--- src/rtl/mem_arbiter_pkg.sv ---
// Shared definitions for the data-memory arbiter: size codes, FSM states and helpers.
package mem_arbiter_pkg;

    localparam logic [2:0] SZ_NONE = 3'd0;
    localparam logic [2:0] SZ_BYTE = 3'd1;
    localparam logic [2:0] SZ_HALF = 3'd2;
    localparam logic [2:0] SZ_WORD = 3'd4;

    // Bytes in the attached data memory
    localparam int MEM_SIZE = 256;

    typedef enum logic [0:0] {
        ARB_IDLE   = 1'b0,
        ARB_LOCKED = 1'b1
    } arb_state_t;

    function automatic logic size_legal(input logic [2:0] size);
        logic ok;
        case (size)
            SZ_BYTE, SZ_HALF, SZ_WORD: ok = 1'b1;
            default:                   ok = 1'b0;
        endcase
        return ok;
    endfunction

    function automatic logic is_misaligned(input logic [2:0] size, input logic [1:0] addr_lo);
        logic mis;
        case (size)
            SZ_HALF: mis = addr_lo[0];
            SZ_WORD: mis = (addr_lo != 2'd0);
            default: mis = 1'b0;
        endcase
        return mis;
    endfunction

endpackage

--- src/rtl/mem_arbiter_prio.sv ---
// Combinational grant decision between the fetch port (F) and the load/store port (D).
module arb_prio
    import mem_arbiter_pkg::*;
(
    input  logic       i_f_req,
    input  logic       i_d_req,
    input  arb_state_t i_state,
    input  logic       i_cnt_max,
    input  logic       i_d_size_ok,
    output logic       o_f_gnt,
    output logic       o_d_gnt
);

    logic d_ok_s;

    // A D request with an illegal size code is never eligible
    assign d_ok_s = i_d_req & i_d_size_ok;

    // D has priority unless F has starved long enough; while locked only D may win
    always_comb begin
        o_f_gnt = 1'b0;
        o_d_gnt = 1'b0;
        case (i_state)
            ARB_IDLE: begin
                if (i_f_req && i_cnt_max) begin
                    o_f_gnt = 1'b1;
                end else if (d_ok_s) begin
                    o_d_gnt = 1'b1;
                end else begin
                    o_f_gnt = i_f_req;
                end
            end
            ARB_LOCKED: begin
                o_d_gnt = d_ok_s;
            end
            default: begin
                o_f_gnt = 1'b0;
                o_d_gnt = 1'b0;
            end
        endcase
    end

endmodule

--- src/rtl/mem_arbiter.sv ---
// Arbiter sharing the big-endian data memory between fetch (F) and load/store (D) ports.
// Optional misalignment detection on D is built when MEM_ARB_ALIGN_CHECK_EN is defined.
module mem_arbiter
    import mem_arbiter_pkg::*;
#(
    parameter int STARVE_MAX = 4,
    parameter int ADDR_W     = 32
) (
    input  logic              i_clk,
    input  logic              i_rst_n,
    input  logic              i_f_req,
    input  logic [ADDR_W-1:0] i_f_addr,
    output logic              o_f_gnt,
    output logic              o_f_rvalid,
    output logic [31:0]       o_f_rdata,
    input  logic              i_d_req,
    input  logic              i_d_we,
    input  logic [ADDR_W-1:0] i_d_addr,
    input  logic [2:0]        i_d_size,
    input  logic              i_d_sign,
    input  logic [31:0]       i_d_wdata,
    input  logic              i_d_lock,
    output logic              o_d_gnt,
    output logic              o_d_rvalid,
    output logic [31:0]       o_d_rdata,
    output logic [ADDR_W-1:0] o_m_addr,
    output logic [2:0]        o_m_insize,
    output logic              o_m_insign,
    output logic [2:0]        o_m_outsize,
    output logic [31:0]       o_m_data,
    input  logic [31:0]       i_m_data
`ifdef MEM_ARB_ALIGN_CHECK_EN
    ,
    output logic              o_d_misalign
`endif
);

    localparam logic [3:0] STARVE_MAX_C = 4'(STARVE_MAX);

    arb_state_t  state_r;
    logic [3:0]  starve_r;
    logic        cnt_max_s;
    logic        f_gnt_s;
    logic        d_gnt_s;
    logic        d_mis_s;
    logic        f_rvalid_r;
    logic        d_rvalid_r;
    logic [31:0] f_rdata_r;
    logic [31:0] d_rdata_r;

    assign cnt_max_s = (starve_r == STARVE_MAX_C);

    arb_prio u_prio (
        .i_f_req     (i_f_req),
        .i_d_req     (i_d_req),
        .i_state     (state_r),
        .i_cnt_max   (cnt_max_s),
        .i_d_size_ok (size_legal(i_d_size)),
        .o_f_gnt     (f_gnt_s),
        .o_d_gnt     (d_gnt_s)
    );

    // Grants are suppressed while reset is held so no store can commit at that edge
    assign o_f_gnt = f_gnt_s & i_rst_n;
    assign o_d_gnt = d_gnt_s & i_rst_n;

`ifdef MEM_ARB_ALIGN_CHECK_EN
    logic d_misalign_r;

    assign d_mis_s      = is_misaligned(i_d_size, i_d_addr[1:0]);
    assign o_d_misalign = d_misalign_r;

    // One-cycle flag following a misaligned D grant
    always_ff @(posedge i_clk or negedge i_rst_n) begin
        if (!i_rst_n) begin
            d_misalign_r <= 1'b0;
        end else begin
            d_misalign_r <= o_d_gnt & d_mis_s;
        end
    end
`else
    assign d_mis_s = 1'b0;
`endif

    // Memory is driven from the granted port in the grant cycle; idle drive is all zero
    always_comb begin
        o_m_addr    = '0;
        o_m_insize  = SZ_NONE;
        o_m_insign  = 1'b0;
        o_m_outsize = SZ_NONE;
        o_m_data    = 32'd0;
        if (o_d_gnt && !d_mis_s) begin
            o_m_addr = i_d_addr;
            if (i_d_we) begin
                o_m_outsize = i_d_size;
                o_m_data    = i_d_wdata;
            end else begin
                o_m_insize = i_d_size;
                o_m_insign = i_d_sign;
            end
        end else if (o_f_gnt) begin
            o_m_addr   = i_f_addr;
            o_m_insize = SZ_WORD;
        end else begin
            o_m_addr = '0;
        end
    end

    // Arbitration state, starvation counter and returned read data
    always_ff @(posedge i_clk or negedge i_rst_n) begin
        if (!i_rst_n) begin
            state_r    <= ARB_IDLE;
            starve_r   <= 4'd0;
            f_rvalid_r <= 1'b0;
            d_rvalid_r <= 1'b0;
            f_rdata_r  <= 32'd0;
            d_rdata_r  <= 32'd0;
        end else begin
            f_rvalid_r <= o_f_gnt;
            if (o_f_gnt) begin
                f_rdata_r <= i_m_data;
            end
            d_rvalid_r <= o_d_gnt & (~i_d_we | d_mis_s);
            if (o_d_gnt && d_mis_s) begin
                d_rdata_r <= 32'd0;
            end else if (o_d_gnt && !i_d_we) begin
                d_rdata_r <= i_m_data;
            end
            if (!i_f_req || o_f_gnt) begin
                starve_r <= 4'd0;
            end else if (!cnt_max_s) begin
                starve_r <= starve_r + 4'd1;
            end
            case (state_r)
                ARB_IDLE: begin
                    if (o_d_gnt && i_d_lock) begin
                        state_r <= ARB_LOCKED;
                    end
                end
                ARB_LOCKED: begin
                    if (!i_d_req || (o_d_gnt && !i_d_lock)) begin
                        state_r <= ARB_IDLE;
                    end
                end
                default: state_r <= ARB_IDLE;
            endcase
        end
    end

    assign o_f_rvalid = f_rvalid_r;
    assign o_d_rvalid = d_rvalid_r;
    assign o_f_rdata  = f_rdata_r;
    assign o_d_rdata  = d_rdata_r;

endmodule

--- config.mk ---
export PLATFORM = sky130hd
export DESIGN_NAME = mem_arbiter
export DESIGN_NICKNAME = d
export VERILOG_FILES = /design/src/rtl/mem_arbiter_pkg.sv /design/src/rtl/mem_arbiter_prio.sv /design/src/rtl/mem_arbiter.sv
export SDC_FILE = /design/constraint.sdc
export NUM_CORES = 1
export LEC_CHECK = 0
export BUFFER_PORTS_ARGS = -buffer_cell sky130_fd_sc_hd__buf_4
export CAP_MARGIN = 20
export CORE_AREA = 2 2 107 109
export DETAILED_ROUTE_END_ITERATION = 7
export DIE_AREA = 0 0 109 111
export PLACE_DENSITY = 0.76
export SLEW_MARGIN = 20
export SYNTH_ARGS = -nofsm -noshare
export SYNTH_HDL_FRONTEND = slang
export SYNTH_SLANG_ARGS = --single-unit
--- constraint.sdc ---
create_clock -name i_clk -period 2 [get_ports i_clk]
set_input_delay 0.4 -clock i_clk [delete_from_list [all_inputs] [get_ports i_clk]]
set_output_delay 0.4 -clock i_clk [all_outputs]
set_load 0.02 [all_outputs]
# Word level (Yosys, flattened, before mapping)
# Cells that the tools add are included.
[totals]
elab_cells = 52
out_inout_bits = 139
register_bits = 71
[op_classes]
mux = 23
n_reduce_logical = 11
addsub = 1
n_eq_ne = 5
n_bitwise = 6
[op_table]
columns = ["cell", "count"]
rows = [
  ["32-bit two-way mux", 4],
  ["3-bit two-way mux", 5],
  ["1-bit two-way mux", 10],
  ["4-bit two-way mux", 2],
  ["4-bit by 1-bit adder with 4-bit output (second input constant)", 1],
  ["1-bit bitwise AND", 4],
  ["4-bit by 3-bit == test with 1-bit output (second input constant)", 1],
  ["1-bit logical AND", 4],
  ["1-bit zero test", 4],
  ["1-bit one-hot mux with 2 select lines", 2],
  ["3-bit by 1-bit == test with 1-bit output (second input constant)", 1],
  ["3-bit by 2-bit == test with 1-bit output (second input constant)", 1],
  ["3-bit == test (second input constant)", 1],
  ["3-bit OR reduction", 1],
  ["1-bit logical OR", 2],
  ["2-bit inequality test (second input constant)", 1],
  ["1-bit NOT", 2],
]

# Depth between registers and ports, before layout
[depth]
word_depth = 12
mapped_depth = 9
mapped_depth_nobuf = 7

# Hierarchy
# A second synthesis with hierarchy kept.
[hier_totals]
hier_cells = 261
area_unflattened_um2 = 3448.3
[by_module_without_submodules]
columns = ["mod", "cells_per_inst", "instances", "area_each_um2"]
rows = [
  ["mem_arbiter", 257, 1, 3418.3],
  ["arb_prio", 4, 1, 30.0],
]

# Least setup slack after synthesis
# No wires, ideal clock.
[synth_timing]
path_type = "register -> output"
from = "register starve_r[0]"
to = "output o_m_addr[10]"
required_time_ns = 1.600
stages_incl_launch_ff = 10
path_buffers = 3
setup_slack_ns = -0.132
t_arrival_ns = 1.732
path_cell_list = "dfrtp_1 -> inv_1 -> ha_1 -> and3b_1 -> buf_2 -> o211ai_2 -> inv_2 -> buf_6 -> buf_2 -> a22o_1"
[synth_between]
elab_chain_len = 7
[synth_rtl]
columns = ["element", "line", "source"]
rows = [
  ["start: declaration", "mem_arbiter.sv:41", "logic [3:0] starve_r;"],
  ["start signal: assignment", "mem_arbiter.sv:132", "starve_r <= starve_r + 4'd1;"],
  ["4-bit by 3-bit == test with 1-bit output *", "mem_arbiter.sv:51", "assign cnt_max_s = (starve_r == STARVE_MAX_C);"],
  ["1-bit logical AND *", "mem_arbiter_prio.sv:25", "if (i_f_req && i_cnt_max) begin"],
  ["1-bit two-way mux", "mem_arbiter_prio.sv:25", ""],
  ["1-bit two-way mux", "mem_arbiter_prio.sv:23", "case (i_state)"],
  ["1-bit bitwise AND", "mem_arbiter.sv:64", "assign o_f_gnt = f_gnt_s & i_rst_n;"],
  ["32-bit two-way mux", "mem_arbiter.sv:101", "end else if (o_f_gnt) begin"],
  ["32-bit two-way mux *", "mem_arbiter.sv:92", "if (o_d_gnt && !d_mis_s) begin"],
  ["end: declaration", "mem_arbiter.sv:26", "output logic [ADDR_W-1:0] o_m_addr,"],
]
# Mark *: on every way between the ends. The rest lies on a longest branch, timed or not.

# Final worst setup path
[layout_timing]
from = "register starve_r[0]"
to = "output o_m_addr[26]"
# Same word-level chain as after synthesis.

==> results.cfg <==
[status]
outcome = finished, violations left
violations = setup timing

[yosys]
synth_top_area_share = 0.514
synth_edf_count = 0
syn_area_um2 = 3450
yosysMostFrequentCell = dfrtp_1
syn-num-nets = 403
synth_top_flop_cell = dfrtp_1
postSynthRegisterBits = 71
synth_area_leaders = dfrtp_1, mux2_1, a22o_1
postSynthCellCount = 263
ys_types = 33
synth_common_cells = dfrtp_1, mux2_1, and3_1
ys_async_sr_fraction = 1.00
synth_largest_area_cell = dfrtp_1
avgSynthCellArea_um2 = 13.1
yosys_warnings = 0
synth.yosys.seq_area_share = 0.514

[cells_and_area]
seqCellArea_um2 = 1780
fill_cells = 874
fin_nets = 724
drive_gt1_frac = 0.735
n_antenna_cell = 0
instances_no_fill = 731
multi_input_area_um2 = 1840
area_delta_synth_final_pct = 104

[worst_setup_path]
startpoint_type = register
r2r_start = starve_r[0]$_DFFE_PN0P_
crit_family = buffers and inverters
worstSetupEndpointType = primary output
cpMostUsedCell = buf_6
critPathRequiredTime_ns = 1.60
setup.worst_path.start = starve_r[0]$_DFFE_PN0P_
critPathBufInv = 5
cp.arrival_ns = 2.04
path_class = reg2out
worstPathCellList = inv_2, ha_4, and3b_2, a21boi_4, buf_6, clkbuf_16, buf_6, a22o_4, buf_6
critPathMaxStageDelay_ns = 0.38
critPathMaxFanout = 5
slowest_stage = dfrtp_1

[timing]
period_share = 1.22
setup_violations = 73
whs_ns = 0.176
max_slew_margin = 0.556
fmax_mhz = 410
skew_ns = 0.00918
rsz0062_at_grt = yes
fin_crit_ns = 2.44
tns_ns = -26.20
final-hold-violation-count = 0
timing.final.max_slew_violations = 0
worst_pin_slew_ns = 0.665
setup_ws_ns = -0.436

[job]
maxCapViolCount = 0

[placement]
place_ws_ns = -0.325
dp_hpwl_mm = 9.47
gp_congestion = 0.784
portBuffers = 276
dp_cells = 689

[die]
start_util = 0.312
dieArea_um2 = 12100
die_x_um = 109
fp.dieH_um = 111
row_count = 39
pin_count = 277
core_area_um2 = 11100

[pwr]
power_mw = 7.33
p_per_area_nw_per_um2 = 1040
peakVddDrop_uv = 715
leakage_nw = 3.70

[clock_tree]
cts_hold_buf = 0
clk_path_buf_depth = 2
cts.htree.levels = 3
cts_tree = built
cts_buffers = 9
cts.sinks = 71
cts_root_buffer = clkbuf_16
path_clk_slew_ns = 0.06
clk_latency_ns = 0.33

[global_routing]
grt.total_usage = 0.206
antenna_found_initial = 0
grt_max_degree = 53
grt-ovfl-total = 0
grt_pass1_vias = 3611
grt_pass1_wl_mm = 19.2

[detailed_routing]
vias_per_cell = 4.78
vias = 3497
drt-pass1-iter-count = 4
wl_per_cell_um = 18.4
drt_iter0_markers = 183
ant_nets = 0
drc_errors = 0
finalWirelength_mm = 13.5

[hold_path]
hold_path_class = in2async
sequential cells by signal, indices dropped and copies added (netlist names):
signal / cells
o_f_rdata: 32
o_f_rvalid: 1
starve_r: 4
o_d_rvalid: 1
o_d_rdata: 32
state_r: 1
per-layer routing:
layer / vias to the layer above / track usage / routed length (µm)
li1: 1612 / - / -
met1: 1729 / 0.237 / 5300
met2: 144 / 0.364 / 7000
met3: 12 / 0.0623 / 1040
met4: 0 / 0.0573 / 132
met5: - / 0 / 0
cell type report:
type	instances	area share
multi-input combinational	166	0.262
tap	143	0.0254
clock inverter	6	0.0133
sequential	71	0.253
inverter	5	0.00303
clock buffer	9	0.0320
timing repair buffer	331	0.412
cells by family (layout without fill, tap and decap cells):
family / count (synthesis) / count (layout) / synth area share
AO/OA/AOI/OAI: 46 / 46 / 0.112
AND/OR/NAND/NOR: 49 / 49 / 0.0859
XOR/XNOR: 2 / 2 / 0.00507
buffers and inverters: 26 / 351 / 0.0464
adder cells (fa/ha/maj): 2 / 2 / 0.00725
flip-flops: 71 / 71 / 0.514
multiplexers: 67 / 67 / 0.229
what timing repair did:
| item | CTS | global route |
|---|---|---|
| endpoints found under the setup margin | 73 | 104 |
| cloned | 3 | 7 |
| pin swaps | 2 | 22 |
| setup buffers | 16 | 7 |
| gates resized for setup | 55 | 39 |
stage by stage:
stage,cell area (µm²),util
after floorplan,3710,-
after global placement,6060,0.547
after detailed placement,6060,0.547
after CTS,6770,0.611
after global routing,7030,0.635
final,7030,0.635
report_power, final:
group | total, mW | switching, mW | internal, mW
Sequential | 2.24 | 0.292 | 1.95
Clock | 1.71 | 0.614 | 1.09
Combinational | 3.39 | 1.57 | 1.81
layout by cell type, fill, tap and decap left out, drive strengths merged:
cell / synthesis / layout
buf: 16 / 325
xor2: 2 / 2
o32ai: 1 / 1
and3b: 1 / 1
nand3: 1 / 1
inv: 5 / 6
nor2: 3 / 3
clkinv: 0 / 2
mux2i: 2 / 2
a211oi: 1 / 1
a21o: 1 / 1
and2: 1 / 1
o21ai: 2 / 2
mux2: 65 / 65
a21oi: 4 / 4
nand2: 2 / 2
ha: 2 / 2
bufinv: 0 / 2
clkinvlp: 0 / 1
clkbuf: 5 / 15
a21boi: 1 / 1
nor3b: 1 / 1
o2111a: 1 / 1
nor2b: 2 / 2
dfrtp: 71 / 71
a22o: 32 / 32
and3: 38 / 38
o21a: 1 / 1
o211ai: 2 / 2
final timing paths:
kind | end | slack (ns) | cells after the start
max | o_m_addr[26] | -0.44 | 9
min | o_d_rdata[16]$_DFFE_PN0P_ | 0.18 | 3
max reg2reg | o_d_rdata[12]$_DFFE_PN0P_ | 0.03 | 9
min reg2reg | o_d_rdata[8]$_DFFE_PN0P_ | 0.49 | 1
max in group asynchronous | o_d_rdata[24]$_DFFE_PN0P_ | 0.87 | 4
min in group i_clk | o_d_rdata[8]$_DFFE_PN0P_ | 0.30 | 2
worst register-to-register path, delay by kind of cell (launching register included):
| kind | cells | cell delay (ns) |
|---|---|---|
| AO/OA/AOI/OAI | 1 | 0.18 |
| adder cells (fa/ha/maj) | 1 | 0.16 |
| buffers and inverters | 4 | 0.48 |
| flip-flops | 1 | 0.35 |
| multiplexers | 1 | 0.36 |
| AND/OR/NAND/NOR | 2 | 0.33 |
Power figures use the tool's default switching activity.
